<file path="config.mk">
export PLATFORM = sky130hd
export DESIGN_NAME = rom_loader
export DESIGN_NICKNAME = d
export VERILOG_FILES = /design/src/rtl/rom_loader.sv
export SDC_FILE = /design/constraint.sdc
export NUM_CORES = 1
export LEC_CHECK = 0
export BUFFER_PORTS_ARGS = -buffer_cell sky130_fd_sc_hd__buf_4
export CAP_MARGIN = 30
export CORE_ASPECT_RATIO = 2
export CORE_MARGIN = 8
export CORE_UTILIZATION = 35
export CTS_CLUSTER_DIAMETER = 50
export DETAILED_ROUTE_END_ITERATION = 10
export GPL_TIMING_DRIVEN = 0
export PLACE_DENSITY = 0.51
export SLEW_MARGIN = 20
export SYNTH_ARGS = -nofsm -noshare
export SYNTH_HDL_FRONTEND = slang
export SYNTH_SLANG_ARGS = --single-unit
</file>
<file path="constraint.sdc">
create_clock -name clk -period 4 [get_ports clk]
set_clock_uncertainty 0.15 [all_clocks]
set_input_delay 0.2 -clock clk [delete_from_list [all_inputs] [get_ports clk]]
set_output_delay 0.2 -clock clk [all_outputs]
set_load 0.005 [all_outputs]
</file>
<file path="src/rtl/rom_loader.sv">
// rom_loader: streams an iNES image (16-byte header, optional 512-byte trainer,
// PRG and CHR payloads) from a byte-wide valid/ready input into external memory.
// PRG lands at 0x000000 and CHR at 0x200000. Each payload byte is buffered, then
// issued as a single-cycle write once the memory controller is idle.
// Build option: define ROM_LOADER_REFRESH_EN to add periodic single-cycle refresh
// requests every REFRESH_INTERVAL cycles while loading. Without it, mem_refresh is tied low.
module rom_loader #(
    parameter int unsigned REFRESH_INTERVAL = 780
) (
    input  logic        clk,
    input  logic        resetn,
    input  logic        in_valid,
    input  logic [7:0]  in_data,
    output logic        in_ready,
    output logic        mem_write,
    output logic        mem_refresh,
    output logic [21:0] mem_addr,
    output logic [7:0]  mem_din,
    input  logic        mem_busy,
    output logic [7:0]  mapper,
    output logic [7:0]  prg_units,
    output logic [7:0]  chr_units,
    output logic        done,
    output logic        error
);

    typedef enum logic [2:0] {
        StHeader,
        StTrainer,
        StPrg,
        StChr,
        StDone,
        StError
    } state_e;

    state_e      state;
    logic [3:0]  hdr_idx;
    logic        magic_bad;
    logic        has_trainer;
    logic [20:0] index;
    logic        pending;
    logic [7:0]  data_buf;

    logic        accept;
    logic        loading;
    logic        req_free;
    logic        refresh_go;
    logic        write_go;
    logic        last_write;
    logic [21:0] section_len;
    logic [7:0]  magic_byte;

    // Input readiness: header/trainer always take bytes, payload phases take one per write
    always_comb begin
        unique case (state)
            StHeader, StTrainer: in_ready = 1'b1;
            StPrg, StChr:        in_ready = !pending;
            default:             in_ready = 1'b0;
        endcase
    end

    // Expected magic byte for header positions 0-3
    always_comb begin
        unique case (hdr_idx[1:0])
            2'd0:    magic_byte = 8'h4E;
            2'd1:    magic_byte = 8'h45;
            2'd2:    magic_byte = 8'h53;
            default: magic_byte = 8'h1A;
        endcase
    end

    assign accept   = in_valid && in_ready;
    assign loading  = (state == StHeader) || (state == StTrainer) ||
                      (state == StPrg) || (state == StChr);
    // A new request may only launch when the controller is idle and no request was just issued
    assign req_free = !mem_busy && !mem_write && !mem_refresh;

    // PRG units are 16 KiB, CHR units 8 KiB; 22 bits holds 128 * 16 KiB
    assign section_len = (state == StChr) ? {1'b0, chr_units, 13'b0} : {prg_units, 14'b0};
    assign last_write  = ({1'b0, index} == (section_len - 22'd1));

    assign write_go = ((state == StPrg) || (state == StChr)) && pending && req_free &&
                      !refresh_go;

`ifdef ROM_LOADER_REFRESH_EN
    localparam int unsigned CntW = (REFRESH_INTERVAL > 1) ? $clog2(REFRESH_INTERVAL) : 1;

    logic [CntW-1:0] refresh_cnt;
    logic            refresh_due;

    // A due refresh wins over a buffered write
    assign refresh_go = refresh_due && req_free && loading;

    // Refresh timer: counts loading cycles, raises refresh_due, clears when the refresh issues
    always_ff @(posedge clk or negedge resetn) begin
        if (!resetn) begin
            refresh_cnt <= '0;
            refresh_due <= 1'b0;
            mem_refresh <= 1'b0;
        end else begin
            mem_refresh <= 1'b0;
            if (refresh_go) begin
                mem_refresh <= 1'b1;
                refresh_cnt <= '0;
                refresh_due <= 1'b0;
            end else if (loading && !refresh_due) begin
                if (refresh_cnt == CntW'(REFRESH_INTERVAL - 1)) begin
                    refresh_due <= 1'b1;
                end else begin
                    refresh_cnt <= refresh_cnt + 1'b1;
                end
            end
        end
    end
`else
    // Keeps the interval parameter referenced when refresh is compiled out
    logic unused_interval;
    assign unused_interval = ^REFRESH_INTERVAL;
    assign mem_refresh     = 1'b0;
    assign refresh_go      = 1'b0;
`endif

    // Loader FSM: header parse, trainer skip, PRG/CHR write-out, terminal states
    always_ff @(posedge clk or negedge resetn) begin
        if (!resetn) begin
            state       <= StHeader;
            hdr_idx     <= '0;
            magic_bad   <= 1'b0;
            has_trainer <= 1'b0;
            index       <= '0;
            pending     <= 1'b0;
            data_buf    <= '0;
            mem_write   <= 1'b0;
            mem_addr    <= '0;
            mem_din     <= '0;
            mapper      <= '0;
            prg_units   <= '0;
            chr_units   <= '0;
            done        <= 1'b0;
            error       <= 1'b0;
        end else begin
            mem_write <= 1'b0;
            unique case (state)
                StHeader: begin
                    if (accept) begin
                        hdr_idx <= hdr_idx + 4'd1;
                        unique case (hdr_idx)
                            4'd0, 4'd1, 4'd2, 4'd3: begin
                                if (in_data != magic_byte) magic_bad <= 1'b1;
                            end
                            4'd4: prg_units <= in_data;
                            4'd5: chr_units <= in_data;
                            4'd6: begin
                                mapper[3:0] <= in_data[7:4];
                                has_trainer <= in_data[2];
                            end
                            4'd7: mapper[7:4] <= in_data[7:4];
                            4'd15: begin
                                index <= '0;
                                if (magic_bad || (prg_units == 8'd0) ||
                                    (prg_units > 8'd128) || (chr_units > 8'd192)) begin
                                    state <= StError;
                                    error <= 1'b1;
                                end else if (has_trainer) begin
                                    state <= StTrainer;
                                end else begin
                                    state <= StPrg;
                                end
                            end
                            default: ;
                        endcase
                    end
                end
                StTrainer: begin
                    if (accept) begin
                        if (index == 21'd511) begin
                            index <= '0;
                            state <= StPrg;
                        end else begin
                            index <= index + 21'd1;
                        end
                    end
                end
                StPrg, StChr: begin
                    if (write_go) begin
                        mem_write <= 1'b1;
                        mem_addr  <= {(state == StChr), index};
                        mem_din   <= data_buf;
                        pending   <= 1'b0;
                        if (last_write) begin
                            index <= '0;
                            if ((state == StChr) || (chr_units == 8'd0)) begin
                                state <= StDone;
                                done  <= 1'b1;
                            end else begin
                                state <= StChr;
                            end
                        end else begin
                            index <= index + 21'd1;
                        end
                    end else if (accept) begin
                        pending  <= 1'b1;
                        data_buf <= in_data;
                    end
                end
                default: ; // StDone / StError hold until reset
            endcase
        end
    end

endmodule

</file>
======== Word level (Yosys, flattened, before mapping) ========
Index checks and enable logic that the tools add are counted.
word-level totals
  logic and storage cells ................. 103
  bits of input ports ..................... 12
  flip-flop bits (word level) ............. 96
  output and inout bits ................... 59
operators by class
  muxes and demuxes ....................... 24
  $add $sub $neg .......................... 3
  magnitude comparators ................... 2
  bitwise gates (word level) .............. 1
  eq/ne operators ......................... 22
  reductions and logical operators ........ 35
operators by type and width
  operator                 count
  $mux W21                 6
  $pmux W21 S3             1
  $mux W3                  8
  $eq A21 B22 Y1           1
  $mux W22                 1
  $sub A22 B1 Y22 const B  1
  $add A21 B1 Y21 const B  1
  $eq A21 B9 Y1 const B    1
  $pmux W7 S3              1
  $eq A4 B3 Y1 const B     4
  $gt A8 B8 Y1 const B     2
  $logic_not A8 Y1         2
  $reduce_and A3 Y1        5
  $reduce_and A4 Y1        3
  $pmux W3 S3              1
  $eq A4 B2 Y1 const B     2
  $ne A2 B2 Y1 const B     4
  $ne A8 B8 Y1             1
  $reduce_and A7 Y1        1
  $eq A3 B2 Y1 const B     2
  $reduce_and A2 Y1        3
  $logic_or A1 B1 Y1       5
  $reduce_and A5 Y1        1
  $add A4 B1 Y4 const B    1
  other kinds (19)         29

======== Logic depth before layout (Yosys ltp) ========
  word-level depth ........................ 8
  mapped depth ............................ 15

======== Least setup slack after synthesis ========
No wires, ideal clock.
  kind .................................... register to register
  start ................................... register state[2]
  end ..................................... register state[0]
  data required time ...................... 3723 ps
  period minus slack after synthesis ...... 3327 ps
  arrival time ............................ 3050 ps
  setup slack ............................. 673 ps
  stages on the path, launching flop included .. 15
  setup time .............................. 127 ps
  path buffers ............................ 4
  path through ............................ dfrtp_1 -> buf_4 -> and3b_1 -> buf_6 -> buf_4 -> mux2i_1 -> ha_1 -> clkbuf_1 -> a21oi_1 -> a211oi_1 -> nor2_1 -> a211oi_1 -> o2111ai_2 -> nand2_2 -> mux2_1
on the way
  cells in the longest elaborated chain, start to end .. 6
  elaborated cells between the ends (all ways) .. 27
ends and longest elaborated chain
  item                                                        line  source
  from (decl)                                                 36    state_e state;
  from (signal assigned)                                      126   state <= StHeader;
  from (signal assigned)                                      162   state <= StError;
  from (signal assigned)                                      165   state <= StTrainer;
  $eq A3 B2 Y1 (tied with other cells)                        --
  $mux W22 (tied with other cells)                            79    assign section_len = (state == StChr) ? {1'b0, chr_units, 13'b0} : {prg_units, 14'b0};
  $sub A22 B1 Y22 (tied with other cells)                     80    assign last_write = ({1'b0, index} == (section_len - 22'd1));
  $eq A21 B22 Y1 (tied with other cells)                      80
  $ne A2 B2 Y1 (no line) or $mux W3 (tied branches)           --
  $reduce_and A7 Y1 (no line) or $pmux W3 S3 (tied branches)  --
Several ways; a longest one is shown, not always the timed one. The select of a mux whose other input is x is not followed.
A chain may end at the register's enable or synchronous reset.

======== Final worst setup path ========
Ends and elaborated chain as after synthesis.

==> metrics <==
outcome complete, no violations; core area 0.0139 sq mm; clock buffer depth 2; critical path's largest stage delay 0.36 ns; DR WL/cell ~18 microns; die area 0.0185 sq mm; iteration-0 DRC count of the detailed router approximately 150; clk slew on worst S/H paths about 0.07 ns; row cnt between 60 and 70; Slew @ Worst Pin around 0.81 ns; vias in the first global route about 4500; vias per std cell 5.18; Post-Route WL 14300 microns; post-synthesis compound-gate area fraction 10.9%; CTS root buf clkbuf_16; Final Wtd Congestion a little under 0.9; Pre-Repair DR Iteration Count 4; Synth Area per Inst between 9 and 10 sq um; Netlist Area Pre-Place ~0.0050 sq mm; CP max-delay cell dfrtp_1; internal power 1940 uW; Crit path top cell by count buf_4; Switch Pwr ~800 uW; commonest non-fill, non-tap cells in the layout 119 x nand2_1, 96 x dfrtp_1, 72 x buf_4, 35 x mux2_2, 23 x nor2_1; Post-CTS Setup Inserts 0; pin count of the biggest net entering global routing a little under 100; area share of and/or/nand/nor cells after synthesis a little under a quarter; Period minus WS final roughly 3.7 ns; Die Y between 150 and 200 microns; Die X 100 microns; clock power share between 30% and 40%; combinational family with the most area after synthesis simple AND/OR/NAND/NOR gates; Seq/Total Area, Yosys around half; HP Class input pin to flop; clock sinks 96; most common cell after layout, fill and taps aside nand2_1; FMAX ~270 MHz; Fillers about 1400; Fin Hold WS 0.0272 ns; H-tree depth 3; count of different cell masters after synthesis between 60 and 70; mux share of post-synthesis cell area approximately 9.0%; CP Max Fanout 10; Syn-to-layout area delta 23.8%; layout cells sized above 1 between 20% and 30%; Max transition margin 45.8%; RSZ-0062 raised after global routing false; first-pass GRT wire length 23300 microns; leakage 0.00293 uW; peak supply drop ~0.26 mV; Buf/Inv on CP 4; P per Cell Area 446 mW/mm^2; grt total ovfl 0; CP delay by family, top compound AO/OA/AOI/OAI gates; final hold vios 0; Critical Path AT around 3.8 ns; Max Cap Viol 0; nets just over 600; Syn Nets around 530; CTS tree yes; Sw Ratio 29.2%; GRT Util Overall between 15 and 20%; fin crit share about nine tenths; area share of fa/ha/maj cells after synthesis approximately 1.8%; XOR/XNOR Fraction of Synth Area between 3 and 4%; Top Ports between 70 and 80; vias approximately 4000; Critical Path Source Type flop; crit end category flop; power share of the combinational group 20.5%; Pwr Total between 2000 and 3000 uW; Yosys reg bits 96; Critical Path RT 4.08 ns; cell count after synthesis 513; chain of cells forming the critical path buf_4 > and3b_1 > buf_6 > buf_4 > mux2i_1 > ha_1 > clkbuf_1 > a21oi_1 > a211oi_1 > nor2_1 > a211oi_2 > o2111ai_2 > nand2_2 > mux2_1; CTS Buf Count 9; antenna cell count 0; count of final setup violators 0; Ys Warns 0; setup TNS 0 ns; Setup Crit Path Kind flop to flop; DRC viols 0; Starting Density a little over a third; predominant post-synthesis flop cell dfrtp_1; dpl hpwl approximately 11000 microns; EDFF count, synth 0; Port Buffers 69; fin. max-slew vios 0; clk_lat worst skew 0.35 ns; Seq pwr share 44.8%; initial antenna violation count 0; Final ANT Viol Nets 0; Async SR Flop Fraction 100%
-- what timing repair did --
item	4_1_cts	5_1_grt
endpoints found under the setup margin	0	16
hold buffers	6	0
gates resized for setup	0	1
hold endpoints to repair	104	0
-- metrics by stage --
step | cells | setup WS [ns] | utilization [%] | area, sq um
finish | 795 | 0.326 | 44.3 | 6160
global placement | 771 | 0.175 | 41.3 | 5730
floorplan | 513 | 0.673 | - | 4980
CTS | 794 | 0.164 | 44.1 | 6130
detailed placement | 772 | 0.177 | 41.3 | 5740
global route | 795 | 0.0788 | 44.3 | 6160
-- area by class of cell --
type	count	area [sq um]	area share (%)
clock buffers	9	225	3.66
clock inverters	7	103	1.67
multi-input cells	377	2400	39.0
well taps	189	236	3.84
plain buffers	29	136	2.21
repair buffers	77	614	9.97
flip-flops and latches	96	2400	39.0
inverters	11	41.3	0.670
-- cell families (layout without fill, tap and decap cells) --
family / Yosys count / after routing
other: 1 / 1
adder cells (fa/ha/maj): 7 / 7
multiplexers: 40 / 40
AO/OA/AOI/OAI: 72 / 72
AND/OR/NAND/NOR: 235 / 235
flip-flops: 96 / 96
buffers and inverters: 40 / 133
XOR/XNOR: 22 / 22
-- path summary, 6_finish.rpt --
kind	from	to	slack [ns]	cells after the start
setup reg to reg	state[2]	state[0]	0.33	14
hold reg to reg	magic_bad	magic_bad	0.30	2
hold / removal	in_data[4]	data_buf[4]	0.03	2
max in group asynchronous	resetn	mem_din[5]	2.91	3
setup / recovery	state[2]	state[0]	0.33	14
min in group asynchronous	resetn	mem_addr[16]	0.15	2
-- power groups by stage --
stage / combinational [uW] / clock [uW] / sequential, uW
finish: 562 / 952 / 1230
global route: 640 / 1010 / 1250
CTS: 577 / 972 / 1230
detailed placement: 570 / 0 / 1250
global placement: 558 / 0 / 1250
floorplan: 287 / 0 / 1240
-- state kept, by name, indices dropped and copies added (netlist names) --
name and count:
mem_write 1, state 3, pending 1, index 21, error 1, mem_din 8
mem_addr 22, hdr_idx 4, data_buf 8, chr_units 8, magic_bad 1, prg_units 8
has_trainer 1, done 1, mapper 8
-- metal layers --
layer / track usage (%) / routed length, microns
met1: 15.1 / 5050
met2: 31.8 / 8210
met3: 2.57 / 484
met4: 9.09 / 518
met5: 0 / 0
-- synth_stat cells, types with 2 or more instances --
cell type,count,area (sq um)
nand2_1,119,447
dfrtp_1,96,2400
mux2_2,35,394
nor2_1,23,86.3
clkbuf_1,20,75.1
nand3_1,17,85.1
o21ai_0,13,65.1
xnor2_1,13,114
nand4_1,12,75.1
nor3_1,12,60.1
inv_1,11,41.3
nor4_1,11,68.8
a21oi_1,10,50.1
nor2b_1,10,62.6
xor2_1,9,78.8
and3_1,7,43.8
ha_1,7,87.6
o31ai_1,6,45.0
or3_1,5,31.3
a211oi_1,4,30.0
buf_4,4,30.0
mux2i_1,4,40.0
o211ai_1,4,30.0
a21o_1,3,22.5
a22oi_1,3,22.5
a31oi_1,3,18.8
a41oi_1,3,26.3
o21a_1,3,22.5
a211o_1,2,17.5
a31o_2,2,17.5
and4_1,2,17.5
buf_2,2,10.0
clkbuf_2,2,10.0
nand4b_1,2,17.5
nor3b_1,2,15.0
o21ai_1,2,10.0
o22ai_1,2,12.5
or2_2,2,12.5
Note: power is estimated with default switching activity, not from simulation.
